==> src/rtl/arb3_rr_if.sv <==
`timescale 1ps/1ps
// arb3_rr_if: request/grant bundle between requesters and the arb3_rr arbiter.
// Latency: none, this is wiring only.
// Backpressure: none here; the owner holds the resource by keeping its req bit high.
// Signals: en, req[2:0] (requester side to arbiter);
//          gnt[2:0], busy, last[1:0], tmo (arbiter to requester side).
interface arb3_rr_if;
  logic       en;
  logic [2:0] req;
  logic [2:0] gnt;
  logic       busy;
  logic [1:0] last;
  logic       tmo;

  modport master (output en, req, input gnt, busy, last, tmo);
  modport slave  (input en, req, output gnt, busy, last, tmo);
endinterface

==> src/rtl/arb3_rr.sv <==
`timescale 1ps/1ps
// arb3_rr: three-requester round-robin arbiter with a registered one-hot grant and a hold timeout.
// Latency: gnt rises 1 cycle after the request is sampled; on release or timeout gnt falls at the next
//          edge and is followed by one GAP cycle.
// Backpressure: the owner keeps the resource while its req stays high, for at most TIMEOUT cycles;
//               en gates new grants only.
// Ports: ck, nrst (async active-low reset);
//        bus (slave): en, req[2:0] in; gnt[2:0], busy, last[1:0], tmo out.
module arb3_rr #(
  parameter int TIMEOUT = 15,
  parameter int CW      = 4
) (
  input  logic     ck,
  input  logic     nrst,
  arb3_rr_if.slave bus
);

  typedef enum logic [1:0] {
    IDLE  = 2'd0,
    GRANT = 2'd1,
    GAP   = 2'd2
  } state_t;

  localparam logic [CW-1:0] CNT_LAST = CW'(TIMEOUT - 1);

  state_t        state_q;
  logic [2:0]    gnt_q;
  logic          busy_q;
  logic [1:0]    last_q;
  logic          tmo_q;
  logic [CW-1:0] cnt_q;
  logic [1:0]    owner_q;

  logic [1:0]    p0;
  logic [1:0]    p1;
  logic [1:0]    win_d;
  logic [2:0]    win_gnt_d;

  // Modulo-3 increment; last_q never holds 3.
  function automatic logic [1:0] inc3(input logic [1:0] i);
    return (i == 2'd2) ? 2'd0 : i + 2'd1;
  endfunction

  // Circular search last+1, last+2, last. When neither of the first two is
  // requesting, the winner can only be last itself (a grant is only taken
  // when some req bit is high).
  always_comb begin
    p0    = inc3(last_q);
    p1    = inc3(p0);
    win_d = last_q;
    if (bus.req[p0]) begin
      win_d = p0;
    end else if (bus.req[p1]) begin
      win_d = p1;
    end
    win_gnt_d = 3'b001 << win_d;
  end

  always_ff @(posedge ck or negedge nrst) begin
    if (!nrst) begin
      state_q <= IDLE;
      gnt_q   <= 3'b000;
      busy_q  <= 1'b0;
      last_q  <= 2'd2;
      tmo_q   <= 1'b0;
      cnt_q   <= '0;
      owner_q <= 2'd0;
    end else begin
      case (state_q)
        IDLE: begin
          tmo_q <= 1'b0;
          if (bus.en && (bus.req != 3'b000)) begin
            gnt_q   <= win_gnt_d;
            busy_q  <= 1'b1;
            owner_q <= win_d;
            cnt_q   <= '0;
            state_q <= GRANT;
          end
        end
        GRANT: begin
          // Release wins over timeout when both land on the same edge.
          if (!bus.req[owner_q]) begin
            gnt_q   <= 3'b000;
            busy_q  <= 1'b0;
            last_q  <= owner_q;
            state_q <= GAP;
          end else if (cnt_q == CNT_LAST) begin
            gnt_q   <= 3'b000;
            busy_q  <= 1'b0;
            last_q  <= owner_q;
            tmo_q   <= 1'b1;
            state_q <= GAP;
          end else begin
            cnt_q <= cnt_q + CW'(1);
          end
        end
        GAP: begin
          tmo_q   <= 1'b0;
          state_q <= IDLE;
        end
        default: begin
          gnt_q   <= 3'b000;
          busy_q  <= 1'b0;
          tmo_q   <= 1'b0;
          state_q <= IDLE;
        end
      endcase
    end
  end

  assign bus.gnt  = gnt_q;
  assign bus.busy = busy_q;
  assign bus.last = last_q;
  assign bus.tmo  = tmo_q;

endmodule
==> src/flat_wrapper.sv <==
// flat-port wrapper written by rule: the top's interface ports become plain ports
module arb3_rr_flat 
#(
  parameter int TIMEOUT = 15,
  parameter int CW      = 4
)
  (ck, nrst, bus_en, bus_req, bus_gnt, bus_busy, bus_last, bus_tmo);
  arb3_rr_if bus_i ();
  input  logic ck;
  input  logic nrst;
  input wire logic [$bits(bus_i.en)-1:0] bus_en;
  input wire logic [$bits(bus_i.req)-1:0] bus_req;
  output wire logic [$bits(bus_i.gnt)-1:0] bus_gnt;
  output wire logic [$bits(bus_i.busy)-1:0] bus_busy;
  output wire logic [$bits(bus_i.last)-1:0] bus_last;
  output wire logic [$bits(bus_i.tmo)-1:0] bus_tmo;
  assign bus_i.en = bus_en;
  assign bus_i.req = bus_req;
  assign bus_gnt = bus_i.gnt;
  assign bus_busy = bus_i.busy;
  assign bus_last = bus_i.last;
  assign bus_tmo = bus_i.tmo;
  arb3_rr #(.TIMEOUT(TIMEOUT), .CW(CW)) u_core (.ck(ck), .nrst(nrst), .bus(bus_i));
endmodule
==> config.mk <==
export PLATFORM = sky130hd
export DESIGN_NAME = arb3_rr_flat
export DESIGN_NICKNAME = d
export VERILOG_FILES = /design/src/rtl/arb3_rr_if.sv /design/src/rtl/arb3_rr.sv /design/src/flat_wrapper.sv
export SDC_FILE = /design/constraint.sdc
export NUM_CORES = 1
export LEC_CHECK = 0
export ABC_CLOCK_PERIOD_IN_PS = 1800
export BUFFER_PORTS_ARGS = -buffer_cell sky130_fd_sc_hd__buf_4
export CAP_MARGIN = 0
export CORE_MARGIN = 3
export CORE_UTILIZATION = 44
export CTS_CLUSTER_SIZE = 20
export DETAILED_ROUTE_END_ITERATION = 7
export GPL_ROUTABILITY_DRIVEN = 0
export PLACE_DENSITY_LB_ADDON = 0.2
export SLEW_MARGIN = 20
export SYNTH_ARGS = -nofsm -noshare
export SYNTH_HDL_FRONTEND = slang
export SYNTH_SLANG_ARGS = --single-unit
==> constraint.sdc <==
create_clock -name ck -period 1.8 [get_ports ck]
set_clock_uncertainty 0.2 [all_clocks]
set_input_delay 0.27 -clock ck [delete_from_list [all_inputs] [get_ports ck]]
set_output_delay 0.27 -clock ck [all_outputs]
set_load 0.02 [all_outputs]
* Yosys cells after proc, flatten, opt, wreduce, memory -nomap -nowiden
Index checks and enable logic that the tools add are counted.
Word-level totals: logic and storage cells 67, output and inout bits 7, register bits 15, input port bits 6
Operators by class: reductions and logical operators 10, order comparisons 3, multiplexer cells 31, shift operators 1, bitwise operators 1, eq/ne operators 11, $add $sub $neg 3
Operators by type and width (count):
- 2-bit 2-to-1 mux | 9
- 4-bit 2-to-1 mux | 3
- 2-bit by 3-bit < comparator with 1-bit output, second input constant | 3
- 1-bit 2-to-1 mux | 9
- 3-bit 2-to-1 mux | 3
- 3-bit one-hot mux with 3 select lines | 1
- 4-bit one-hot mux with 2 select lines | 1
- 2-bit AND reduction | 4
- 1-bit binary-select mux with 2-bit select | 3
- 2-bit == test, second input constant | 3
- 2-bit by 1-bit != test with 1-bit output, second input constant | 3
- 2-bit by 1-bit adder with 2-bit output, second input constant | 2
- 4-bit by 1-bit adder with 4-bit output, second input constant | 1
- 4-bit == test, second input constant | 1
- 2-bit != test, second input constant | 2
- 2-bit one-hot mux with 2 select lines | 1
- 4-bit AND reduction | 1
- 3-bit != test, second input constant | 1
- 1-bit one-hot mux with 3 select lines | 1
- 3-bit AND reduction | 1
- 3-bit nonzero test | 1
- 1-bit by 2-bit left shift with 3-bit output, first input constant | 1
- 2-bit by 1-bit == test with 1-bit output, second input constant | 1
- 2-bit zero test | 1
- other kinds (3) | 3

* Depth between registers and ports, before layout
depth after elaboration 11, gate-level depth with buffers 5

* Least setup slack after synthesis
OpenSTA, ideal clock, no wires.
path type flip-flop to flip-flop, start point register u_core.cnt_q[0], end point register u_core.gnt_q[0] (netlist: u_core.bus.gnt[0]), slack 0.199 ns, path buffers 0, data arrival time 1.279 ns, period minus slack after synthesis 1.601 ns, setup time 0.122 ns, stages on the path, launching flop included 6, data required time 1.478 ns, cell sequence dfrtp_1 inv_1 ha_1 nand3_1 a31o_2 a32o_1
Between the ends: word-level cells in the longest chain between the ends 3
RTL lines:
- start, declared | line arb3_rr.sv:31 | logic [CW-1:0] cnt_q;
- start signal, assigned | line arb3_rr.sv:94 | cnt_q <= cnt_q + CW'(1);
- 4-bit == test | line arb3_rr.sv:87 | end else if (cnt_q == CNT_LAST) begin
- 3-bit != test (no line)
- 3-bit AND reduction (no line)
- end signal, assigned | line arb3_rr.sv:73 | gnt_q <= win_gnt_d;
- end, declared | line arb3_rr.sv:27 | logic [2:0] gnt_q;
Every way passes these cells. A chain may end at the register's enable or synchronous reset.

* Final worst setup path
start point register u_core.cnt_q[0], end point register u_core.gnt_q[1] (netlist: u_core.bus.gnt[1])
Same word-level chain as after synthesis.

==> summary.json <==
{
  "global_routing": {
    "grtUsageTotal_pct": 16.0,
    "grt_antenna_before_repair": 0,
    "grt_max_degree": 16,
    "first_global_vias": 546,
    "global_route_wire_length_before_repair_microns": 2380,
    "grt_remaining_overflow": 0
  },
  "place": {
    "placement.cell_area_sq_um": 867,
    "portBuffers": 12,
    "dpl.hpwl_microns": 1080
  },
  "power_and_ir_drop": {
    "pwr_density_nw_per_um2": 1540,
    "p_leak_nw": 0.457,
    "power_mw": 1.40,
    "ir_worst_vdd_uv": 999
  },
  "worst_hold_path": {
    "hp-class": "in2async"
  },
  "clocking": {
    "cts_buffers": 3,
    "cts_tree": "done",
    "clk_pin_slew_worst_paths_ns": 0.09,
    "clock-root-buffer": "sky130_fd_sc_hd__clkbuf_4",
    "worst_skew_pair.late_latency_ns": 0.28,
    "ctsHtreeMaxLevel": 1,
    "clkSinkCount": 15,
    "cts_buffer_depth": 2
  },
  "route": {
    "routed_wl_microns": 1480,
    "via_total_after_detailed_routing": 583,
    "route.detailed.vias_per_inst": 5.66,
    "drt-initial-drc-count": 18,
    "drc_markers": 0,
    "drt-wirelength-per-cell_microns": 14.3,
    "drt_pre_antenna_iters": 4,
    "drtAntennaViolNets": 0
  },
  "worst_setup_path": {
    "worstPathBufferInverterCount": 1,
    "setup.worst_path.start_class": "flip-flop",
    "crit_type": "reg2reg",
    "critical_path.top_delay_family": "compound AO/OA/AOI/OAI gates",
    "critical_path_required_ns": 1.77,
    "critical-path-max-stage-delay_ns": 0.42,
    "worstPathCellList": "inv_1, ha_1, nand3_2, a31o_2, a32o_1",
    "endpoint_kind": "flip-flop",
    "critical-path-slowest-cell": "sky130_fd_sc_hd__dfrtp_1",
    "crit_path_max_fanout": 5,
    "cp_data_arrival_time_ns": 1.66
  },
  "finish": {
    "sequential_cell_area_sq_um": 377,
    "final_cell_area_sq_um": 908,
    "multiInputGateArea_sq_um": 355,
    "post_route_cells_drive_above_1_share_pct": 26.4,
    "area.growth.synth_to_final_pct": 21.6,
    "nFillCells": 137,
    "diodes": 0,
    "layout.core_utilization_pct": 58.3,
    "number_of_nets_in_the_finished_design": 96
  },
  "floorplanning": {
    "fp.dieH_microns": 47.2,
    "die-area_sq_um": 2230,
    "die_w_microns": 47.2,
    "std_cell_rows": 14,
    "initial_core_util_pct": 47.9,
    "floorplan.core_area_sq_um": 1560,
    "pin_count": 13
  },
  "synthesis": {
    "ys_types": 25,
    "synth_fp_nets": 77,
    "syn-mean-instance-area_sq_um": 10.8,
    "synthesis.yosys.warnings": 0,
    "netlist_instances": 69,
    "synth_seq_area_share_pct": 50.4,
    "synthesis.area_sq_um": 747,
    "yosys_register_bits": 15
  },
  "sta": {
    "layout_min_cycle_time_ns": 1.68,
    "fin_tns_setup_ns": 0,
    "rsz0062_at_grt": "no",
    "finalHoldViolCount": 0,
    "final-max-slew-violation-count": 0,
    "timing.slew.headroom_pct": 79.4,
    "fmax_ghz": 0.594,
    "fin_crit_sh_pct": 93.5,
    "timing_worst_slew_pin_value_ns": 0.309,
    "setup_viol": 0
  },
  "run_status": {
    "status": "completed"
  },
  "job": {
    "cap_viol_max_count": 0
  }
}
## through the flow
step | setup WS, ns | hold slack, ns | instances
floorplan | 0.199 | -0.226 | 69
global placement | 0.129 | -0.0663 | 98
detailed placement | 0.0800 | -0.0681 | 98
CTS | 0.0639 | 0.160 | 103
global route | 0.0164 | 0.181 | 103
finish | 0.116 | 0.169 | 103
## registers in the layout, indices dropped and copies added (netlist names)
register and flops:
u_core.bus.gnt 3, u_core.bus.last 2, u_core.cnt_q 4, u_core.owner_q 2, u_core.bus.tmo 1, u_core.bus.busy 1, u_core.state_q 2
## area by class of cell
class | instances | share of cell area (%)
Clock buffer | 4 | 2.89
Inverter | 4 | 1.65
Multi-Input combinational cell | 49 | 39.1
Sequential cell | 15 | 41.5
Tap cell | 16 | 2.20
Timing Repair Buffer | 15 | 12.7
## cells by family (layout without fill, tap and decap cells)
logic type | after synthesis | count (layout) | share of synthesized area, %
fa+ha+maj | 2 | 2 | 3.35
flops | 15 | 15 | 50.4
simple gates | 24 | 24 | 14.7
buf+inv | 5 | 23 | 2.68
compound gates | 16 | 16 | 19.1
mux | 7 | 7 | 9.72
## synthesized netlist by cell type
cell	count	area, sq um
sky130_fd_sc_hd__mux2_1	2	22.5
sky130_fd_sc_hd__o211a_1	2	20.0
sky130_fd_sc_hd__a31o_2	1	8.76
sky130_fd_sc_hd__o22ai_2	1	12.5
sky130_fd_sc_hd__a32o_1	2	20.0
sky130_fd_sc_hd__dfstp_2	1	26.3
sky130_fd_sc_hd__o311a_1	1	10.0
sky130_fd_sc_hd__buf_2	1	5.00
sky130_fd_sc_hd__nand3_1	2	10.0
sky130_fd_sc_hd__nand4_1	2	12.5
sky130_fd_sc_hd__o21a_1	1	7.51
sky130_fd_sc_hd__dfrtp_1	14	350
sky130_fd_sc_hd__o21ai_0	3	15.0
sky130_fd_sc_hd__nor2_1	5	18.8
sky130_fd_sc_hd__and3_1	2	12.5
sky130_fd_sc_hd__nor2b_1	2	12.5
sky130_fd_sc_hd__ha_1	2	25.0
sky130_fd_sc_hd__a41oi_1	1	8.76
sky130_fd_sc_hd__inv_1	4	15.0
sky130_fd_sc_hd__o311ai_2	1	16.3
sky130_fd_sc_hd__nand2b_1	1	6.26
sky130_fd_sc_hd__o211ai_1	2	15.0
sky130_fd_sc_hd__mux2i_1	5	50.1
sky130_fd_sc_hd__nand2_1	10	37.5
sky130_fd_sc_hd__a21oi_2	1	8.76
## final timing paths
kind | startpoint | end | slack [ns] | cells after the start
worst max-delay path | u_core.cnt_q[0]$_DFFE_PN0P_ | u_core.bus.gnt[1]$_DFFE_PN0P_ | 0.12 | 5
worst min-delay path | nrst | u_core.owner_q[0]$_DFFE_PN0P_ | 0.17 | 2
worst max register to register | u_core.cnt_q[0]$_DFFE_PN0P_ | u_core.bus.gnt[1]$_DFFE_PN0P_ | 0.12 | 5
worst min register to register | u_core.bus.busy$_DFFE_PN0P_ | u_core.bus.busy$_DFFE_PN0P_ | 0.30 | 1
max in group asynchronous | nrst | u_core.bus.last[1]$_DFFE_PN1P_ | 0.99 | 2
min in group ck | bus_req[1] | u_core.bus.gnt[1]$_DFFE_PN0P_ | 0.21 | 3
## power breakdown
group	internal (mW)	leakage (nW)	switching (mW)
clock network	0.0859	0.0150	0.105
logic	0.293	0.250	0.338
registers	0.467	0.192	0.110
## placed cells by master, fill, tap and decap left out
cell and instances:
sky130_fd_sc_hd__dfstp_2 1, sky130_fd_sc_hd__nand4_1 2, sky130_fd_sc_hd__a21oi_2 1, sky130_fd_sc_hd__nor2_1 5
sky130_fd_sc_hd__and3_1 2, sky130_fd_sc_hd__buf_4 14, sky130_fd_sc_hd__o311a_1 1, sky130_fd_sc_hd__clkbuf_1 1
sky130_fd_sc_hd__a32o_1 2, sky130_fd_sc_hd__dfrtp_1 14, sky130_fd_sc_hd__nand2b_1 1, sky130_fd_sc_hd__nor2b_1 2
sky130_fd_sc_hd__o21ai_0 3, sky130_fd_sc_hd__o22ai_2 1, sky130_fd_sc_hd__o21a_1 1, sky130_fd_sc_hd__mux2_1 2
sky130_fd_sc_hd__dlygate4sd3_1 1, sky130_fd_sc_hd__nand3_2 1, sky130_fd_sc_hd__o311ai_2 1, sky130_fd_sc_hd__ha_1 2
sky130_fd_sc_hd__clkbuf_4 3, sky130_fd_sc_hd__a41oi_1 1, sky130_fd_sc_hd__nand3_1 1, sky130_fd_sc_hd__a31o_2 1
sky130_fd_sc_hd__mux2i_1 5, sky130_fd_sc_hd__o211a_1 2, sky130_fd_sc_hd__nand2_1 10, sky130_fd_sc_hd__o211ai_1 2
sky130_fd_sc_hd__inv_1 4
## what timing repair did
item                       in CTS  in global routing
resized for setup               0                  1
hold endpoints to repair       15                  0
setup endpoints to repair       0                  4
buffers inserted                0                  0
hold buffers                    1                  0
## metal layers
layer | up-vias | share of wire (%) | track usage (%)
li1 | 287 | - | -
met1 | 273 | 48 | 20.9
met2 | 21 | 46 | 24.1
met3 | 2 | 4.7 | 3.45
met4 | 0 | 0.88 | 9.94
met5 | - | 0 | 0
(Power assumes the default switching activity.)
